## src/rtl/audio_stream_out.sv

```systemverilog
`default_nettype none
// ==========================================================================
// audio_stream_out : divides clk into a sample tick, buffers scaled PCM in
// a small FIFO and presents each sample to both codec channels.
// Rev 1.0
// ==========================================================================
module audio_stream_out #(
  parameter int SAMPLE_DIV = 1042,
  parameter int FIFO_DEPTH = 4
) (
  input  logic        clk,
  input  logic        reset,
  input  logic [15:0] sample_in,
  input  logic        mute,
  input  logic [2:0]  volume,
  output logic [15:0] left_data,
  output logic [15:0] right_data,
  output logic        left_valid,
  output logic        right_valid,
  input  logic        left_ready,
  input  logic        right_ready,
  output logic [7:0]  overflow_cnt,
  output logic        fifo_empty
);

  localparam int            AW        = (FIFO_DEPTH > 1) ? $clog2(FIFO_DEPTH) : 1;
  localparam int            CW        = 16;
  localparam logic [CW-1:0] TICK_LAST = CW'(SAMPLE_DIV - 1);
  localparam logic [AW:0]   FULL_CNT  = (AW + 1)'(FIFO_DEPTH);

  typedef enum logic [0:0] {
    IDLE = 1'b0,
    SEND = 1'b1
  } state_t;

  state_t        state_q, state_d;
  logic [CW-1:0] tick_cnt_q, tick_cnt_d;
  logic [AW-1:0] wr_ptr_q, rd_ptr_q;
  logic [AW:0]   count_q, count_d;
  logic [15:0]   mem_q [FIFO_DEPTH];
  logic [15:0]   left_data_q, left_data_d, right_data_q, right_data_d;
  logic          left_valid_q, left_valid_d, right_valid_q, right_valid_d;
  logic [7:0]    ovf_q, ovf_d;

  logic          tick, full, pop, push;
  logic signed [15:0] scaled;
  logic [15:0]   captured;

  assign scaled   = $signed(sample_in) >>> volume;
  assign captured = mute ? 16'h0000 : scaled;

  // A pop in the same cycle frees the slot a full-FIFO tick needs.
  always_comb begin
    tick       = (tick_cnt_q == TICK_LAST);
    tick_cnt_d = tick ? '0 : tick_cnt_q + 1'b1;
    full       = (count_q == FULL_CNT);
    pop        = (state_q == IDLE) && (count_q != '0);
    push       = tick && (!full || pop);
    count_d    = count_q + {{AW{1'b0}}, push} - {{AW{1'b0}}, pop};
    ovf_d      = ovf_q;
    if (tick && full && !pop && (ovf_q != 8'hFF)) begin
      ovf_d = ovf_q + 8'd1;
    end
  end

  always_comb begin
    state_d       = state_q;
    left_data_d   = left_data_q;
    right_data_d  = right_data_q;
    left_valid_d  = left_valid_q;
    right_valid_d = right_valid_q;
    case (state_q)
      IDLE: begin
        if (pop) begin
          left_data_d   = mem_q[rd_ptr_q];
          right_data_d  = mem_q[rd_ptr_q];
          left_valid_d  = 1'b1;
          right_valid_d = 1'b1;
          state_d       = SEND;
        end
      end
      SEND: begin
        left_valid_d  = left_valid_q & ~left_ready;
        right_valid_d = right_valid_q & ~right_ready;
        if (!left_valid_d && !right_valid_d) begin
          state_d = IDLE;
        end
      end
      default: state_d = IDLE;
    endcase
  end

  always_ff @(posedge clk or posedge reset) begin
    if (reset) begin
      state_q       <= IDLE;
      tick_cnt_q    <= '0;
      wr_ptr_q      <= '0;
      rd_ptr_q      <= '0;
      count_q       <= '0;
      left_data_q   <= '0;
      right_data_q  <= '0;
      left_valid_q  <= 1'b0;
      right_valid_q <= 1'b0;
      ovf_q         <= '0;
    end else begin
      state_q       <= state_d;
      tick_cnt_q    <= tick_cnt_d;
      wr_ptr_q      <= push ? wr_ptr_q + 1'b1 : wr_ptr_q;
      rd_ptr_q      <= pop ? rd_ptr_q + 1'b1 : rd_ptr_q;
      count_q       <= count_d;
      left_data_q   <= left_data_d;
      right_data_q  <= right_data_d;
      left_valid_q  <= left_valid_d;
      right_valid_q <= right_valid_d;
      ovf_q         <= ovf_d;
    end
  end

  // Storage needs no reset: occupancy alone decides what is readable.
  always_ff @(posedge clk) begin
    if (push) begin
      mem_q[wr_ptr_q] <= captured;
    end
  end

  assign left_data    = left_data_q;
  assign right_data   = right_data_q;
  assign left_valid   = left_valid_q;
  assign right_valid  = right_valid_q;
  assign overflow_cnt = ovf_q;
  assign fifo_empty   = (count_q == '0);

endmodule
`default_nettype wire

```

## config.mk

```make
export PLATFORM = sky130hd
export DESIGN_NAME = audio_stream_out
export DESIGN_NICKNAME = d
export VERILOG_FILES = /design/src/rtl/audio_stream_out.sv
export SDC_FILE = /design/constraint.sdc
export NUM_CORES = 1
export LEC_CHECK = 0
export ABC_AREA = 1
export CAP_MARGIN = 0
export CORE_AREA = 8 8 111 153
export CTS_CLUSTER_DIAMETER = 120
export CTS_CLUSTER_SIZE = 28
export DETAILED_ROUTE_END_ITERATION = 8
export DIE_AREA = 0 0 119 161
export SETUP_SLACK_MARGIN = 0.4
export SLEW_MARGIN = 20
export SYNTH_ARGS = -nofsm -noshare
export SYNTH_HDL_FRONTEND = slang
export SYNTH_SLANG_ARGS = --single-unit
```

## constraint.sdc

```tcl
create_clock -name clk -period 2.6 [get_ports clk]
set_input_delay 0.78 -clock clk [delete_from_list [all_inputs] [get_ports clk]]
set_output_delay 0.78 -clock clk [all_outputs]
set_load 0.005 [all_outputs]
```

==> report_table.html, run 1 <==
<table>
<tr><th>Metric</th><th>Value</th></tr>
<tr><th colspan="2">Routing</th></tr>
<tr><td>Final antenna-violating net count</td><td>0</td></tr>
<tr><td>Vias post-DR</td><td>4440</td></tr>
<tr><td>Post-detailed-route wirelength per cell</td><td>14.4 um</td></tr>
<tr><td>Number of remaining DRC errors</td><td>0</td></tr>
<tr><td>Total length of routed wires</td><td>13400 um</td></tr>
<tr><td>Avg Vias per Cell</td><td>4.77</td></tr>
<tr><td>Length of the first detailed-routing pass in iterations</td><td>4</td></tr>
<tr><td>Violation count after the first detailed-route iteration</td><td>206</td></tr>
<tr><th colspan="2">Timing</th></tr>
<tr><td>Maximum achievable frequency</td><td>0.450 GHz</td></tr>
<tr><td>Worst rel slew slack</td><td>58.4%</td></tr>
<tr><td>Final hold violation count</td><td>0</td></tr>
<tr><td>Worst hold slack</td><td>0.517 ns</td></tr>
<tr><td>Period utilisation layout</td><td>85.6%</td></tr>
<tr><td>Clk_skew</td><td>0.00983 ns</td></tr>
<tr><td>Pins Over Slew Limit</td><td>0</td></tr>
<tr><td>Unrepaired setup endpoints after global routing</td><td>yes</td></tr>
<tr><td>Number of endpoints failing setup at the final stage</td><td>0</td></tr>
<tr><td>Actual slew at the worst max-slew pin</td><td>0.624 ns</td></tr>
<tr><td>Post-route minimum period</td><td>2.22 ns</td></tr>
<tr><td>Total Neg Setup Slack</td><td>0 ns</td></tr>
<tr><th colspan="2">Synth</th></tr>
<tr><td>Post-synthesis cell type count</td><td>32</td></tr>
<tr><td>Cell type with the highest aggregate area in the netlist</td><td>sky130_fd_sc_hd__edfxtp_1</td></tr>
<tr><td>Avg Cell Area, Syn</td><td>8.91 um2</td></tr>
<tr><td>Sequential cell area fraction in the yosys report</td><td>55.4%</td></tr>
<tr><td>Post-synthesis cell count</td><td>643</td></tr>
<tr><td>Post-synthesis net count</td><td>677</td></tr>
<tr><td>Post-synthesis instance area</td><td>5730 um2</td></tr>
<tr><td>Cells taking the most area after synthesis</td><td>sky130_fd_sc_hd__edfxtp_1, sky130_fd_sc_hd__dfrtp_1, sky130_fd_sc_hd__nor2_1, sky130_fd_sc_hd__nand2_1, sky130_fd_sc_hd__o21ai_0</td></tr>
<tr><td>Share of Yosys cell area claimed by the top area cell type</td><td>33.6%</td></tr>
<tr><td>Synthesized flop and latch total</td><td>114</td></tr>
<tr><td>YS warnings</td><td>0</td></tr>
<tr><th colspan="2">Die</th></tr>
<tr><td>Die Outline Area</td><td>19200 um2</td></tr>
<tr><td>Initial core utilization</td><td>38.7%</td></tr>
<tr><td>Row cnt</td><td>53</td></tr>
<tr><td>Floorplan die width</td><td>119 um</td></tr>
<tr><td>Placeable Area</td><td>14800 um2</td></tr>
<tr><td>Die Height</td><td>161 um</td></tr>
<tr><td>I/O pin count</td><td>67</td></tr>
<tr><th colspan="2">Power</th></tr>
<tr><td>Power after layout</td><td>4.39 mW</td></tr>
<tr><td>Leakage power figure</td><td>3.20 nW</td></tr>
<tr><td>Maximum VDD drop</td><td>360 uV</td></tr>
<tr><td>Total power divided by cell area</td><td>596 nW/um2</td></tr>
<tr><th colspan="2">Final layout</th></tr>
<tr><td>Area of all placed cells without fillers</td><td>7370 um2</td></tr>
<tr><td>Multi-input combinational cell area</td><td>2150 um2</td></tr>
<tr><td>Count of placed standard cells in the final layout, fillers left out</td><td>931</td></tr>
<tr><td>Share of final-layout standard cells stronger than drive strength 1</td><td>16.9%</td></tr>
<tr><td>Area used by sequential logic in the layout</td><td>3190 um2</td></tr>
<tr><td>Post-layout nets</td><td>760</td></tr>
<tr><td>Area added between synthesis and finish</td><td>28.7%</td></tr>
<tr><td>Antenna Diode Count</td><td>0</td></tr>
<tr><td>Total of fill cells in the finished design</td><td>1395</td></tr>
<tr><th colspan="2">Global route</th></tr>
<tr><td>Total global-route track usage</td><td>14.5%</td></tr>
<tr><td>Via count of the first global-routing pass</td><td>4500</td></tr>
<tr><td>Initial antenna violation count</td><td>0</td></tr>
<tr><td>Maximum number of pins on one net before global-route repair</td><td>51</td></tr>
<tr><td>Wire length of the first global-routing pass</td><td>21900 um</td></tr>
<tr><td>Overflow after GRT</td><td>0</td></tr>
<tr><th colspan="2">Placement</th></tr>
<tr><td>Post-detailed-placement cell area</td><td>6600 um2</td></tr>
<tr><td>Inst Count DP</td><td>884</td></tr>
<tr><td>GP Congestion</td><td>0.857</td></tr>
<tr><td>IO Port Bufs</td><td>66</td></tr>
<tr><td>Post-DP HPWL</td><td>9640 um</td></tr>
<tr><th colspan="2">Clocking</th></tr>
<tr><td>Clock Root Buffer</td><td>sky130_fd_sc_hd__clkbuf_16</td></tr>
<tr><td>CTS tree</td><td>done</td></tr>
<tr><td>Insertion delay to the later sink of the worst-skew pair</td><td>0.42 ns</td></tr>
<tr><td>Clock tree buffer depth</td><td>2</td></tr>
<tr><td>Worst-path clk slew</td><td>0.06 ns</td></tr>
<tr><td>Count of H-tree levels built during CTS</td><td>4</td></tr>
<tr><td>TritonCTS Buffers</td><td>17</td></tr>
<tr><td>Clock sink count</td><td>114</td></tr>
<tr><th colspan="2">Worst setup path</th></tr>
<tr><td>FF-to-FF setup slack</td><td>0.38 ns</td></tr>
<tr><td>Slowest stage cell on the critical path</td><td>sky130_fd_sc_hd__dfrtp_1</td></tr>
<tr><td>Worst-path fanout max</td><td>4</td></tr>
<tr><td>Required time at the endpoint of the critical path</td><td>2.90 ns</td></tr>
<tr><td>Type of the worst setup path</td><td>flip-flop to flip-flop</td></tr>
<tr><td>Worst path arrival time</td><td>2.52 ns</td></tr>
<tr><td>Reg2Reg Depth</td><td>12</td></tr>
<tr><td>Crit path capture type</td><td>flip-flop</td></tr>
<tr><td>Critical path cell sequence</td><td>nor2_2 -&gt; nand2_2 -&gt; nor2_4 -&gt; nand2_2 -&gt; inv_2 -&gt; nand2_4 -&gt; ha_4 -&gt; inv_2 -&gt; ha_4 -&gt; fa_2 -&gt; xnor2_2 -&gt; xor2_1</td></tr>
<tr><td>Crit path largest cell delay</td><td>0.42 ns</td></tr>
<tr><td>Launching element type of the critical path</td><td>flip-flop</td></tr>
<tr><th colspan="2">Status</th></tr>
<tr><td>Run status</td><td>complete, no violations</td></tr>
<tr><th colspan="2">Min path</th></tr>
<tr><td>Hold Crit Depth</td><td>1</td></tr>
<tr><td>Tightest Hold Check Type</td><td>flip-flop to flip-flop</td></tr>
<tr><th colspan="2">Job</th></tr>
<tr><td>Max_cap viols</td><td>0</td></tr>
</table>
## layout by cell type, fill, tap and decap left out, types with 3 or more instances in the layout
cell type and instances:
sky130_fd_sc_hd__nand2_1 108, sky130_fd_sc_hd__nor2_1 132, sky130_fd_sc_hd__inv_2 9, sky130_fd_sc_hd__nor2_2 6, sky130_fd_sc_hd__inv_6 8, sky130_fd_sc_hd__inv_8 4
sky130_fd_sc_hd__clkdlybuf4s50_1 65, sky130_fd_sc_hd__nor3_1 6, sky130_fd_sc_hd__buf_4 35, sky130_fd_sc_hd__nor2_4 7, sky130_fd_sc_hd__dfrtp_1 40, sky130_fd_sc_hd__a31oi_1 16
sky130_fd_sc_hd__clkbuf_16 17, sky130_fd_sc_hd__ha_4 3, sky130_fd_sc_hd__xor2_1 15, sky130_fd_sc_hd__ha_1 6, sky130_fd_sc_hd__a21oi_2 3, sky130_fd_sc_hd__dfrtp_2 10
sky130_fd_sc_hd__nand4_1 7, sky130_fd_sc_hd__inv_1 60, sky130_fd_sc_hd__nand3_1 24, sky130_fd_sc_hd__a21oi_1 10, sky130_fd_sc_hd__o21ai_0 53, sky130_fd_sc_hd__edfxtp_1 64
sky130_fd_sc_hd__nand2_2 6, sky130_fd_sc_hd__or2_2 7, sky130_fd_sc_hd__o21ai_1 4
## Yosys cell counts (all sizes together)
master and n:
a31oi 16, ha 9, clkbuf 7, inv 69, o21a 1, xor2 15
edfxtp 64, xnor2 1, a22oi 1, o21ai 57, nand4 7, dfrtp 50
nor2 145, nand2 115, nor3 7, or2 7, buf 31, nand3 26
fa 1, mux2i 1, a21oi 13
## routing by layer
metal | part of all wire, % | vias to the layer above | track usage, %
li1 | - | 2233 | -
met3 | 4.2 | 28 | 4.30
met2 | 55 | 103 | 27.3
met5 | 0 | - | 0
met4 | 2.8 | 0 | 7.04
met1 | 38 | 2076 | 14.1
## what timing repair did
item                       4_1_cts  5_1_grt
setup endpoints to repair        4       23
setup buffers                   10        5
gates cloned                     0        0
resized for setup               14       13
pin swaps                        6        3
hold buffers                     0        0
## power breakdown
part | leakage, nW | internal [mW] | switching, mW
Sequential | 1.29 | 1.92 | 0
Combinational | 1.62 | 0.0726 | 0.103
Clock | 0.288 | 1.36 | 0.935
Total | 3.20 | 3.36 | 1.04
## through the flow
stage	worst slack [ns]	util [%]
CTS	0.359	49.4
detailed placement	0.0875	44.6
finish	0.376	49.8
global route	0.273	49.8
global placement	0.133	44.6
floorplan	0.405	-
## registers in the layout, summed over array words and instances, names as in the netlist
| register | flops |
|---|---|
| right_data | 16 |
| wr_ptr_q | 2 |
| tick_cnt_q | 16 |
| right_valid | 1 |
| state_q | 1 |
| overflow_cnt | 8 |
| left_valid | 1 |
| count_q | 3 |
| mem_q | 64 |
| rd_ptr_q | 2 |
## path summary, 6_finish.rpt
check,endpoint,start
worst max-delay path,count_q[2]$_DFF_PP0_,tick_cnt_q[12]$_DFF_PP0_
min in group asynchronous,right_data[13]$_DFFE_PP0P_,reset
max in group asynchronous,tick_cnt_q[0]$_DFF_PP0_,reset
worst min register to register,tick_cnt_q[0]$_DFF_PP0_,tick_cnt_q[0]$_DFF_PP0_
worst min-delay path,tick_cnt_q[0]$_DFF_PP0_,tick_cnt_q[0]$_DFF_PP0_
worst max register to register,count_q[2]$_DFF_PP0_,tick_cnt_q[12]$_DFF_PP0_
## critical path, delay by kind of cell (launching register included)
| family | cells | cell delay (ns) |
|---|---|---|
| xor+xnor | 2 | 0.31 |
| buf+inv | 2 | 0.12 |
| simple gates | 5 | 0.51 |
| fa+ha+maj | 3 | 0.75 |
| flops | 1 | 0.42 |
## cells by family after synthesis
logic type | share of synthesized area, %
flops | 55.4
buf+inv | 8.83
simple gates | 22.7
xor+xnor | 2.45
compound gates | 8.13
fa+ha+maj | 2.32
mux | 0.175
## final cells by class
| cell class | instances | share of cell area (%) |
|---|---|---|
| Clock buffer | 17 | 5.77 |
| Clock inverter | 15 | 2.19 |
| Inverter | 69 | 3.51 |
| Multi-Input combinational cell | 422 | 29.2 |
| Sequential cell | 114 | 43.2 |
| Tap cell | 192 | 3.26 |
| Timing Repair Buffer | 102 | 12.8 |
(Power assumes the default switching activity.)
==> run 2, diff against run 1 <==
--- a/config.mk
+++ b/config.mk
@@ -5,13 +5,16 @@
 export SDC_FILE = /design/constraint.sdc
 export NUM_CORES = 1
 export LEC_CHECK = 0
-export ABC_AREA = 1
+export ABC_AREA = 0
 export CAP_MARGIN = 0
-export CORE_AREA = 8 8 111 153
+export CELL_PAD_IN_SITES_DETAIL_PLACEMENT = 1
+export CELL_PAD_IN_SITES_GLOBAL_PLACEMENT = 1
+export CORE_AREA = 8 8 107 148
 export CTS_CLUSTER_DIAMETER = 120
 export CTS_CLUSTER_SIZE = 28
 export DETAILED_ROUTE_END_ITERATION = 8
-export DIE_AREA = 0 0 119 161
+export DIE_AREA = 0 0 115 156
+export PLACE_DENSITY_LB_ADDON = 0.1
 export SETUP_SLACK_MARGIN = 0.4
 export SLEW_MARGIN = 20
 export SYNTH_ARGS = -nofsm -noshare
==> report_table.html, run 2 <==
<table>
<tr><th>Metric</th><th>Value</th></tr>
<tr><th colspan="2">Clocking</th></tr>
<tr><td>TritonCTS Buffers</td><td>17</td></tr>
<tr><td>CTS tree</td><td>done</td></tr>
<tr><td>Worst-path clk slew</td><td>0.06 ns</td></tr>
<tr><td>Insertion delay to the later sink of the worst-skew pair</td><td>0.42 ns</td></tr>
<tr><td>Clock sink count</td><td>114</td></tr>
<tr><td>Clock Root Buffer</td><td>sky130_fd_sc_hd__clkbuf_16</td></tr>
<tr><td>Clock tree buffer depth</td><td>2</td></tr>
<tr><td>Number of buffers inserted for hold repair after clock tree synthesis</td><td>0</td></tr>
<tr><td>Count of H-tree levels built during CTS</td><td>4</td></tr>
<tr><th colspan="2">Die</th></tr>
<tr><td>Die Height</td><td>156 um</td></tr>
<tr><td>Placeable Area</td><td>13700 um2</td></tr>
<tr><td>Initial core utilization</td><td>39.0%</td></tr>
<tr><td>Floorplan die width</td><td>115 um</td></tr>
<tr><td>Die Outline Area</td><td>17900 um2</td></tr>
<tr><td>I/O pin count</td><td>67</td></tr>
<tr><td>Row cnt</td><td>51</td></tr>
<tr><th colspan="2">Routing</th></tr>
<tr><td>Number of remaining DRC errors</td><td>0</td></tr>
<tr><td>Length of the first detailed-routing pass in iterations</td><td>6</td></tr>
<tr><td>Avg Vias per Cell</td><td>4.95</td></tr>
<tr><td>Final antenna-violating net count</td><td>0</td></tr>
<tr><td>Vias post-DR</td><td>3109</td></tr>
<tr><td>Violation count after the first detailed-route iteration</td><td>103</td></tr>
<tr><td>Post-detailed-route wirelength per cell</td><td>17.9 um</td></tr>
<tr><td>Total length of routed wires</td><td>11200 um</td></tr>
<tr><th colspan="2">Global route</th></tr>
<tr><td>Total global-route track usage</td><td>13.7%</td></tr>
<tr><td>Overflow after GRT</td><td>0</td></tr>
<tr><td>Met3 usage in global routing</td><td>3.25%</td></tr>
<tr><td>Maximum number of pins on one net before global-route repair</td><td>51</td></tr>
<tr><td>Met2 capacity usage during global routing</td><td>24.8%</td></tr>
<tr><td>Wire length of the first global-routing pass</td><td>18500 um</td></tr>
<tr><td>Routing usage on met1</td><td>14.4%</td></tr>
<tr><td>Initial antenna violation count</td><td>0</td></tr>
<tr><td>Busiest grt layer</td><td>met2</td></tr>
<tr><td>Via count of the first global-routing pass</td><td>3443</td></tr>
<tr><th colspan="2">Synth</th></tr>
<tr><td>Cell type with the highest aggregate area in the netlist</td><td>sky130_fd_sc_hd__edfxtp_1</td></tr>
<tr><td>Most used DFF post-synth</td><td>sky130_fd_sc_hd__edfxtp_1</td></tr>
<tr><td>Number of enable flip-flop cells after synthesis</td><td>64</td></tr>
<tr><td>Avg Cell Area, Syn</td><td>15.4 um2</td></tr>
<tr><td>Sequential cell area fraction in the yosys report</td><td>59.5%</td></tr>
<tr><td>Synthesized flop and latch total</td><td>114</td></tr>
<tr><td>Post-synthesis net count</td><td>379</td></tr>
<tr><td>Most frequently used cell type in the post-synthesis netlist</td><td>sky130_fd_sc_hd__edfxtp_1</td></tr>
<tr><td>Post-synthesis cell count</td><td>345</td></tr>
<tr><td>Fraction of synthesis flops using an asynchronous set or reset pin</td><td>43.9%</td></tr>
<tr><td>YS warnings</td><td>0</td></tr>
<tr><td>Most frequent cells after synthesis</td><td>sky130_fd_sc_hd__edfxtp_1, sky130_fd_sc_hd__dfrtp_1, sky130_fd_sc_hd__mux4_2</td></tr>
<tr><td>Post-synthesis cell type count</td><td>43</td></tr>
<tr><td>Share of Yosys cell area claimed by the top area cell type</td><td>36.1%</td></tr>
<tr><td>Cells taking the most area after synthesis</td><td>sky130_fd_sc_hd__edfxtp_1, sky130_fd_sc_hd__dfrtp_1, sky130_fd_sc_hd__mux4_2, sky130_fd_sc_hd__mux2_2, sky130_fd_sc_hd__buf_4</td></tr>
<tr><td>Post-synthesis instance area</td><td>5330 um2</td></tr>
<tr><th colspan="2">Worst setup path</th></tr>
<tr><td>Crit path largest cell delay</td><td>0.38 ns</td></tr>
<tr><td>Required time at the endpoint of the critical path</td><td>2.89 ns</td></tr>
<tr><td>Launching element type of the critical path</td><td>flip-flop</td></tr>
<tr><td>Worst path arrival time</td><td>2.60 ns</td></tr>
<tr><td>Type of the worst setup path</td><td>flip-flop to flip-flop</td></tr>
<tr><td>Crit path capture type</td><td>flip-flop</td></tr>
<tr><td>Worst-path fanout max</td><td>2</td></tr>
<tr><td>Critical path cell sequence</td><td>inv_1 -&gt; ha_2 -&gt; and4bb_2 -&gt; nand4_4 -&gt; nor2_4 -&gt; inv_2 -&gt; ha_4 -&gt; inv_2 -&gt; ha_4 -&gt; fa_2 -&gt; xnor2_2 -&gt; xnor2_1</td></tr>
<tr><td>Delay-heaviest family, CP</td><td>adder cells</td></tr>
<tr><td>Sum of buffers and inverters on the critical path</td><td>3</td></tr>
<tr><td>Slowest stage cell on the critical path</td><td>sky130_fd_sc_hd__dfrtp_1</td></tr>
<tr><th colspan="2">Timing</th></tr>
<tr><td>Unrepaired setup endpoints after global routing</td><td>yes</td></tr>
<tr><td>Maximum achievable frequency</td><td>0.433 GHz</td></tr>
<tr><td>Final hold violation count</td><td>0</td></tr>
<tr><td>Number of endpoints failing setup at the final stage</td><td>0</td></tr>
<tr><td>Post-route minimum period</td><td>2.31 ns</td></tr>
<tr><td>Actual slew at the worst max-slew pin</td><td>0.560 ns</td></tr>
<tr><td>Fin worst setup slack</td><td>0.290 ns</td></tr>
<tr><td>Pins Over Slew Limit</td><td>0</td></tr>
<tr><td>Period utilisation layout</td><td>88.8%</td></tr>
<tr><td>Clk_skew</td><td>0.00882 ns</td></tr>
<tr><td>Worst rel slew slack</td><td>62.6%</td></tr>
<tr><th colspan="2">Power</th></tr>
<tr><td>Power after layout</td><td>4.38 mW</td></tr>
<tr><td>Total power divided by cell area</td><td>634 nW/um2</td></tr>
<tr><td>Maximum VDD drop</td><td>300 uV</td></tr>
<tr><td>Leakage power figure</td><td>2.78 nW</td></tr>
<tr><th colspan="2">Final layout</th></tr>
<tr><td>Antenna Diode Count</td><td>0</td></tr>
<tr><td>Most common cell after layout, fill and taps aside</td><td>sky130_fd_sc_hd__edfxtp_1</td></tr>
<tr><td>Number of flip-flops under the largest register name</td><td>64</td></tr>
<tr><td>Area of all placed cells without fillers</td><td>6910 um2</td></tr>
<tr><td>Largest reg by FF count</td><td>mem_q</td></tr>
<tr><td>Post-layout utilization of the core</td><td>50.6%</td></tr>
<tr><td>Area added between synthesis and finish</td><td>29.7%</td></tr>
<tr><td>Share of final-layout standard cells stronger than drive strength 1</td><td>30.0%</td></tr>
<tr><td>Post-layout nets</td><td>464</td></tr>
<tr><td>Highest-count cells in the layout ignoring fill and taps</td><td>sky130_fd_sc_hd__edfxtp_1, sky130_fd_sc_hd__clkdlybuf4s50_1, sky130_fd_sc_hd__dfrtp_1, sky130_fd_sc_hd__mux4_2, sky130_fd_sc_hd__nor2_1</td></tr>
<tr><th colspan="2">Status</th></tr>
<tr><td>Run status</td><td>complete, no violations</td></tr>
<tr><th colspan="2">Placement</th></tr>
<tr><td>Post-DP HPWL</td><td>7860 um</td></tr>
<tr><td>DP Worst Slack</td><td>-0.00750 ns</td></tr>
<tr><td>Post-detailed-placement cell area</td><td>6200 um2</td></tr>
<tr><td>IO Port Bufs</td><td>66</td></tr>
<tr><td>GP Congestion</td><td>0.751</td></tr>
<tr><th colspan="2">Min path</th></tr>
<tr><td>Tightest Hold Check Type</td><td>flip-flop to flip-flop</td></tr>
<tr><th colspan="2">Job</th></tr>
<tr><td>Max_cap viols</td><td>0</td></tr>
</table>
run 2: worst reg2reg max path: cells and delay by family (launching register included):
kind / cells / cell delay, ns
XOR/XNOR: 2 / 0.26
adder cells (fa/ha/maj): 4 / 0.90
buffers and inverters: 3 / 0.14
flip-flops: 1 / 0.38
AND/OR/NAND/NOR: 3 / 0.51
run 2: logic make-up (layout without fill, tap and decap cells):
group	Yosys count	in the layout	synth area share (%)
compound gates	10	10	1.15
simple gates	85	85	9.39
xor+xnor	24	24	3.94
fa+ha+maj	10	10	2.49
flops	114	114	59.5
buf+inv	41	139	4.65
mux	61	61	18.8
run 2: metrics by stage:
step | hold WS [ns] | TNS (ns) | std cells
finish | 0.515 | 0 | 628
global route | 0.543 | 0 | 628
CTS | 0.519 | 0 | 624
detailed placement | 0.507 | -0.0555 | 585
global placement | 0.502 | 0 | 585
floorplan | 0.477 | 0 | 345
run 2: final cells by class:
type / count / area (um2)
tap: 185 / 231
sequential: 114 / 3180
inverter: 14 / 52.6
clock buffer: 17 / 425
multi-input combinational: 190 / 1950
clock inverter: 15 / 146
fill: 1361 / 6750
timing repair buffer: 93 / 921
run 2: path summary, 6_finish.rpt:
check | start | to | slack, ns | cells after the start
worst max-delay path | tick_cnt_q[1]$_DFF_PP0_ | count_q[2]$_DFF_PP0_ | 0.29 | 12
min in group asynchronous | reset | tick_cnt_q[6]$_DFF_PP0_ | 0.74 | 3
worst max register to register | tick_cnt_q[1]$_DFF_PP0_ | count_q[2]$_DFF_PP0_ | 0.29 | 12
max in group asynchronous | reset | overflow_cnt[2]$_DFFE_PP0P_ | 1.61 | 3
worst min register to register | overflow_cnt[0]$_DFFE_PP0P_ | overflow_cnt[0]$_DFFE_PP0P_ | 0.51 | 1
worst min-delay path | overflow_cnt[0]$_DFFE_PP0P_ | overflow_cnt[0]$_DFFE_PP0P_ | 0.51 | 1
run 2: report_power, final:
part           leakage [nW]  internal [mW]  switching [mW]  total [mW]
Clock                 0.276           1.34           0.910        2.25
Combinational          1.20          0.104          0.0950       0.199
Sequential             1.31           1.93         0.00459        1.93
run 2: timing repair:
action / in CTS / in global routing
gates resized for setup: 11 / 6
pin swaps: 4 / 0
buffers inserted: 7 / 3
gates cloned: 0 / 1
endpoints found under the setup margin: 6 / 30
run 2: per-layer routing:
metal / routed length, um / up-vias
met5: 0 / -
met4: 170 / 0
met3: 371 / 12
met2: 6290 / 54
met1: 4420 / 1612
li1: - / 1431
==> run 3, diff against run 2 <==
--- a/config.mk
+++ b/config.mk
@@ -9,11 +9,11 @@
 export CAP_MARGIN = 0
 export CELL_PAD_IN_SITES_DETAIL_PLACEMENT = 1
 export CELL_PAD_IN_SITES_GLOBAL_PLACEMENT = 1
-export CORE_AREA = 8 8 107 148
-export CTS_CLUSTER_DIAMETER = 120
+export CORE_AREA = 8 8 100 139
+export CTS_CLUSTER_DIAMETER = 60
 export CTS_CLUSTER_SIZE = 28
 export DETAILED_ROUTE_END_ITERATION = 8
-export DIE_AREA = 0 0 115 156
+export DIE_AREA = 0 0 108 147
 export PLACE_DENSITY_LB_ADDON = 0.1
 export SETUP_SLACK_MARGIN = 0.4
 export SLEW_MARGIN = 20
==> report_table.html, run 3 (same netlist as run 2, synthesis figures left out) <==
<table>
<tr><th>Metric</th><th>Value</th></tr>
<tr><th colspan="2">Worst setup path</th></tr>
<tr><td>Crit path capture type</td><td>flip-flop</td></tr>
<tr><td>Worst-path fanout max</td><td>2</td></tr>
<tr><td>Launching element type of the critical path</td><td>flip-flop</td></tr>
<tr><td>Required time at the endpoint of the critical path</td><td>2.89 ns</td></tr>
<tr><td>Worst path arrival time</td><td>2.75 ns</td></tr>
<tr><td>Type of the worst setup path</td><td>flip-flop to flip-flop</td></tr>
<tr><th colspan="2">Clocking</th></tr>
<tr><td>Worst-path clk slew</td><td>0.06 ns</td></tr>
<tr><td>Number of buffers inserted for hold repair after clock tree synthesis</td><td>0</td></tr>
<tr><td>TritonCTS Buffers</td><td>17</td></tr>
<tr><td>Count of H-tree levels built during CTS</td><td>4</td></tr>
<tr><td>Clock tree buffer depth</td><td>2</td></tr>
<tr><td>Clock Root Buffer</td><td>sky130_fd_sc_hd__clkbuf_16</td></tr>
<tr><td>Clock sink count</td><td>114</td></tr>
<tr><td>CTS tree</td><td>done</td></tr>
<tr><td>Insertion delay to the later sink of the worst-skew pair</td><td>0.41 ns</td></tr>
<tr><th colspan="2">Timing</th></tr>
<tr><td>Worst rel slew slack</td><td>76.3%</td></tr>
<tr><td>Maximum achievable frequency</td><td>0.407 GHz</td></tr>
<tr><td>Unrepaired setup endpoints after global routing</td><td>yes</td></tr>
<tr><td>Period utilisation layout</td><td>94.5%</td></tr>
<tr><td>Pins Over Slew Limit</td><td>0</td></tr>
<tr><td>Actual slew at the worst max-slew pin</td><td>0.352 ns</td></tr>
<tr><td>Number of endpoints failing setup at the final stage</td><td>0</td></tr>
<tr><td>Final hold violation count</td><td>0</td></tr>
<tr><td>Clk_skew</td><td>0.0127 ns</td></tr>
<tr><td>Post-route minimum period</td><td>2.46 ns</td></tr>
<tr><td>Fin worst setup slack</td><td>0.144 ns</td></tr>
<tr><td>Worst hold slack</td><td>0.513 ns</td></tr>
<tr><th colspan="2">Placement</th></tr>
<tr><td>DP Worst Slack</td><td>-0.00178 ns</td></tr>
<tr><td>Inst Count DP</td><td>549</td></tr>
<tr><td>IO Port Bufs</td><td>66</td></tr>
<tr><td>GP Congestion</td><td>0.726</td></tr>
<tr><td>Post-DP HPWL</td><td>8020 um</td></tr>
<tr><th colspan="2">Die</th></tr>
<tr><td>Placeable Area</td><td>12000 um2</td></tr>
<tr><td>Floorplan die width</td><td>108 um</td></tr>
<tr><td>Row cnt</td><td>48</td></tr>
<tr><td>Die Height</td><td>147 um</td></tr>
<tr><td>I/O pin count</td><td>67</td></tr>
<tr><td>Initial core utilization</td><td>44.6%</td></tr>
<tr><td>Die Outline Area</td><td>15900 um2</td></tr>
<tr><th colspan="2">Routing</th></tr>
<tr><td>Vias post-DR</td><td>3211</td></tr>
<tr><td>Number of remaining DRC errors</td><td>0</td></tr>
<tr><td>Post-detailed-route wirelength per cell</td><td>21.8 um</td></tr>
<tr><td>Final antenna-violating net count</td><td>0</td></tr>
<tr><td>Avg Vias per Cell</td><td>5.38</td></tr>
<tr><td>Length of the first detailed-routing pass in iterations</td><td>4</td></tr>
<tr><td>Total length of routed wires</td><td>13000 um</td></tr>
<tr><td>Violation count after the first detailed-route iteration</td><td>170</td></tr>
<tr><th colspan="2">Global route</th></tr>
<tr><td>Wire length of the first global-routing pass</td><td>19000 um</td></tr>
<tr><td>Total global-route track usage</td><td>15.8%</td></tr>
<tr><td>Overflow after GRT</td><td>0</td></tr>
<tr><td>Via count of the first global-routing pass</td><td>3522</td></tr>
<tr><td>Maximum number of pins on one net before global-route repair</td><td>51</td></tr>
<tr><td>Initial antenna violation count</td><td>0</td></tr>
<tr><th colspan="2">Status</th></tr>
<tr><td>Run status</td><td>complete, no violations</td></tr>
<tr><th colspan="2">Final layout</th></tr>
<tr><td>Antenna Diode Count</td><td>0</td></tr>
<tr><td>Total of fill cells in the finished design</td><td>1104</td></tr>
<tr><td>Number of flip-flops under the largest register name</td><td>64</td></tr>
<tr><td>Share of final-layout standard cells stronger than drive strength 1</td><td>31.8%</td></tr>
<tr><td>Count of placed standard cells in the final layout, fillers left out</td><td>597</td></tr>
<tr><td>Largest reg by FF count</td><td>mem_q</td></tr>
<tr><td>Highest-count cells in the layout ignoring fill and taps</td><td>sky130_fd_sc_hd__clkdlybuf4s50_1, sky130_fd_sc_hd__edfxtp_1, sky130_fd_sc_hd__dfrtp_1, sky130_fd_sc_hd__mux4_2, sky130_fd_sc_hd__nor2_1</td></tr>
<tr><td>Area added between synthesis and finish</td><td>32.8%</td></tr>
<tr><td>Post-layout nets</td><td>468</td></tr>
<tr><th colspan="2">Power</th></tr>
<tr><td>Maximum VDD drop</td><td>449 uV</td></tr>
<tr><td>Total power divided by cell area</td><td>637 nW/um2</td></tr>
<tr><td>Leakage power figure</td><td>2.82 nW</td></tr>
<tr><th colspan="2">Min path</th></tr>
<tr><td>Tightest Hold Check Type</td><td>flip-flop to flip-flop</td></tr>
<tr><th colspan="2">Job</th></tr>
<tr><td>Max_cap viols</td><td>0</td></tr>
</table>
## run 3: metrics by stage
| step | setup TNS, ns | cell area [um2] | utilization [%] | power (mW) |
|---|---|---|---|---|
| floorplan | 0 | 5340 | - | 2.08 |
| global placement | 0 | 6150 | 51.4 | 2.16 |
| detailed placement | -0.00704 | 6150 | 51.4 | 2.17 |
| CTS | 0 | 6800 | 56.9 | 4.54 |
| global route | 0 | 7080 | 59.2 | 4.65 |
| finish | 0 | 7080 | 59.2 | 4.51 |
## run 3: final cells by class
cell class / count / area (um2) / share of cell area (%)
clock buffer: 17 / 425 / 6.01
inverter: 14 / 55.1 / 0.778
multi-input combinational: 190 / 1970 / 27.8
timing repair buffer: 97 / 1080 / 15.2
clock inverter: 15 / 185 / 2.62
tap: 150 / 188 / 2.65
sequential: 114 / 3180 / 44.9
## run 3: power by group
group | switching [mW] | internal, mW | total [mW]
sequential | 0.00507 | 1.93 | 1.93
clock | 0.859 | 1.51 | 2.37
combinational | 0.100 | 0.105 | 0.205
## run 3: per-layer routing
| metal | share of wire [%] | vias up | track usage [%] |
|---|---|---|---|
| li1 | - | 1446 | - |
| met5 | 0 | - | 0 |
| met1 | 36 | 1643 | 16.9 |
| met3 | 4.9 | 23 | 4.30 |
| met2 | 56 | 99 | 28.1 |
| met4 | 2.3 | 0 | 6.83 |
## run 3: path summary, 6_finish.rpt
check | from | slack, ns | cells after the start | endpoint
min reg2reg | tick_cnt_q[0]$_DFF_PP0_ | 0.51 | 1 | tick_cnt_q[0]$_DFF_PP0_
max | tick_cnt_q[1]$_DFF_PP0_ | 0.14 | 12 | count_q[2]$_DFF_PP0_
min in group asynchronous | reset | 0.76 | 3 | tick_cnt_q[4]$_DFF_PP0_
min | tick_cnt_q[0]$_DFF_PP0_ | 0.51 | 1 | tick_cnt_q[0]$_DFF_PP0_
max in group asynchronous | reset | 1.59 | 3 | overflow_cnt[3]$_DFFE_PP0P_
max reg2reg | tick_cnt_q[1]$_DFF_PP0_ | 0.14 | 12 | count_q[2]$_DFF_PP0_
## run 3: worst max-delay path: stages (launching register included)
cell	delay, ns
sky130_fd_sc_hd__dfrtp_1	0.39
sky130_fd_sc_hd__inv_1	0.07
sky130_fd_sc_hd__ha_2	0.18
sky130_fd_sc_hd__and4bb_2	0.27
sky130_fd_sc_hd__nand4_4	0.11
sky130_fd_sc_hd__nor2_4	0.16
sky130_fd_sc_hd__inv_2	0.06
sky130_fd_sc_hd__ha_4	0.25
sky130_fd_sc_hd__inv_2	0.04
sky130_fd_sc_hd__ha_4	0.16
sky130_fd_sc_hd__fa_2	0.37
sky130_fd_sc_hd__xnor2_2	0.15
sky130_fd_sc_hd__xnor2_1	0.12
## run 3: what timing repair did
action / CTS / global route
buffers inserted: 3 / 8
pin swaps: 1 / 7
resized for setup: 6 / 34
endpoints found under the setup margin: 4 / 77
endpoints found under the hold margin: 0 / 0
gates cloned: 0 / 5
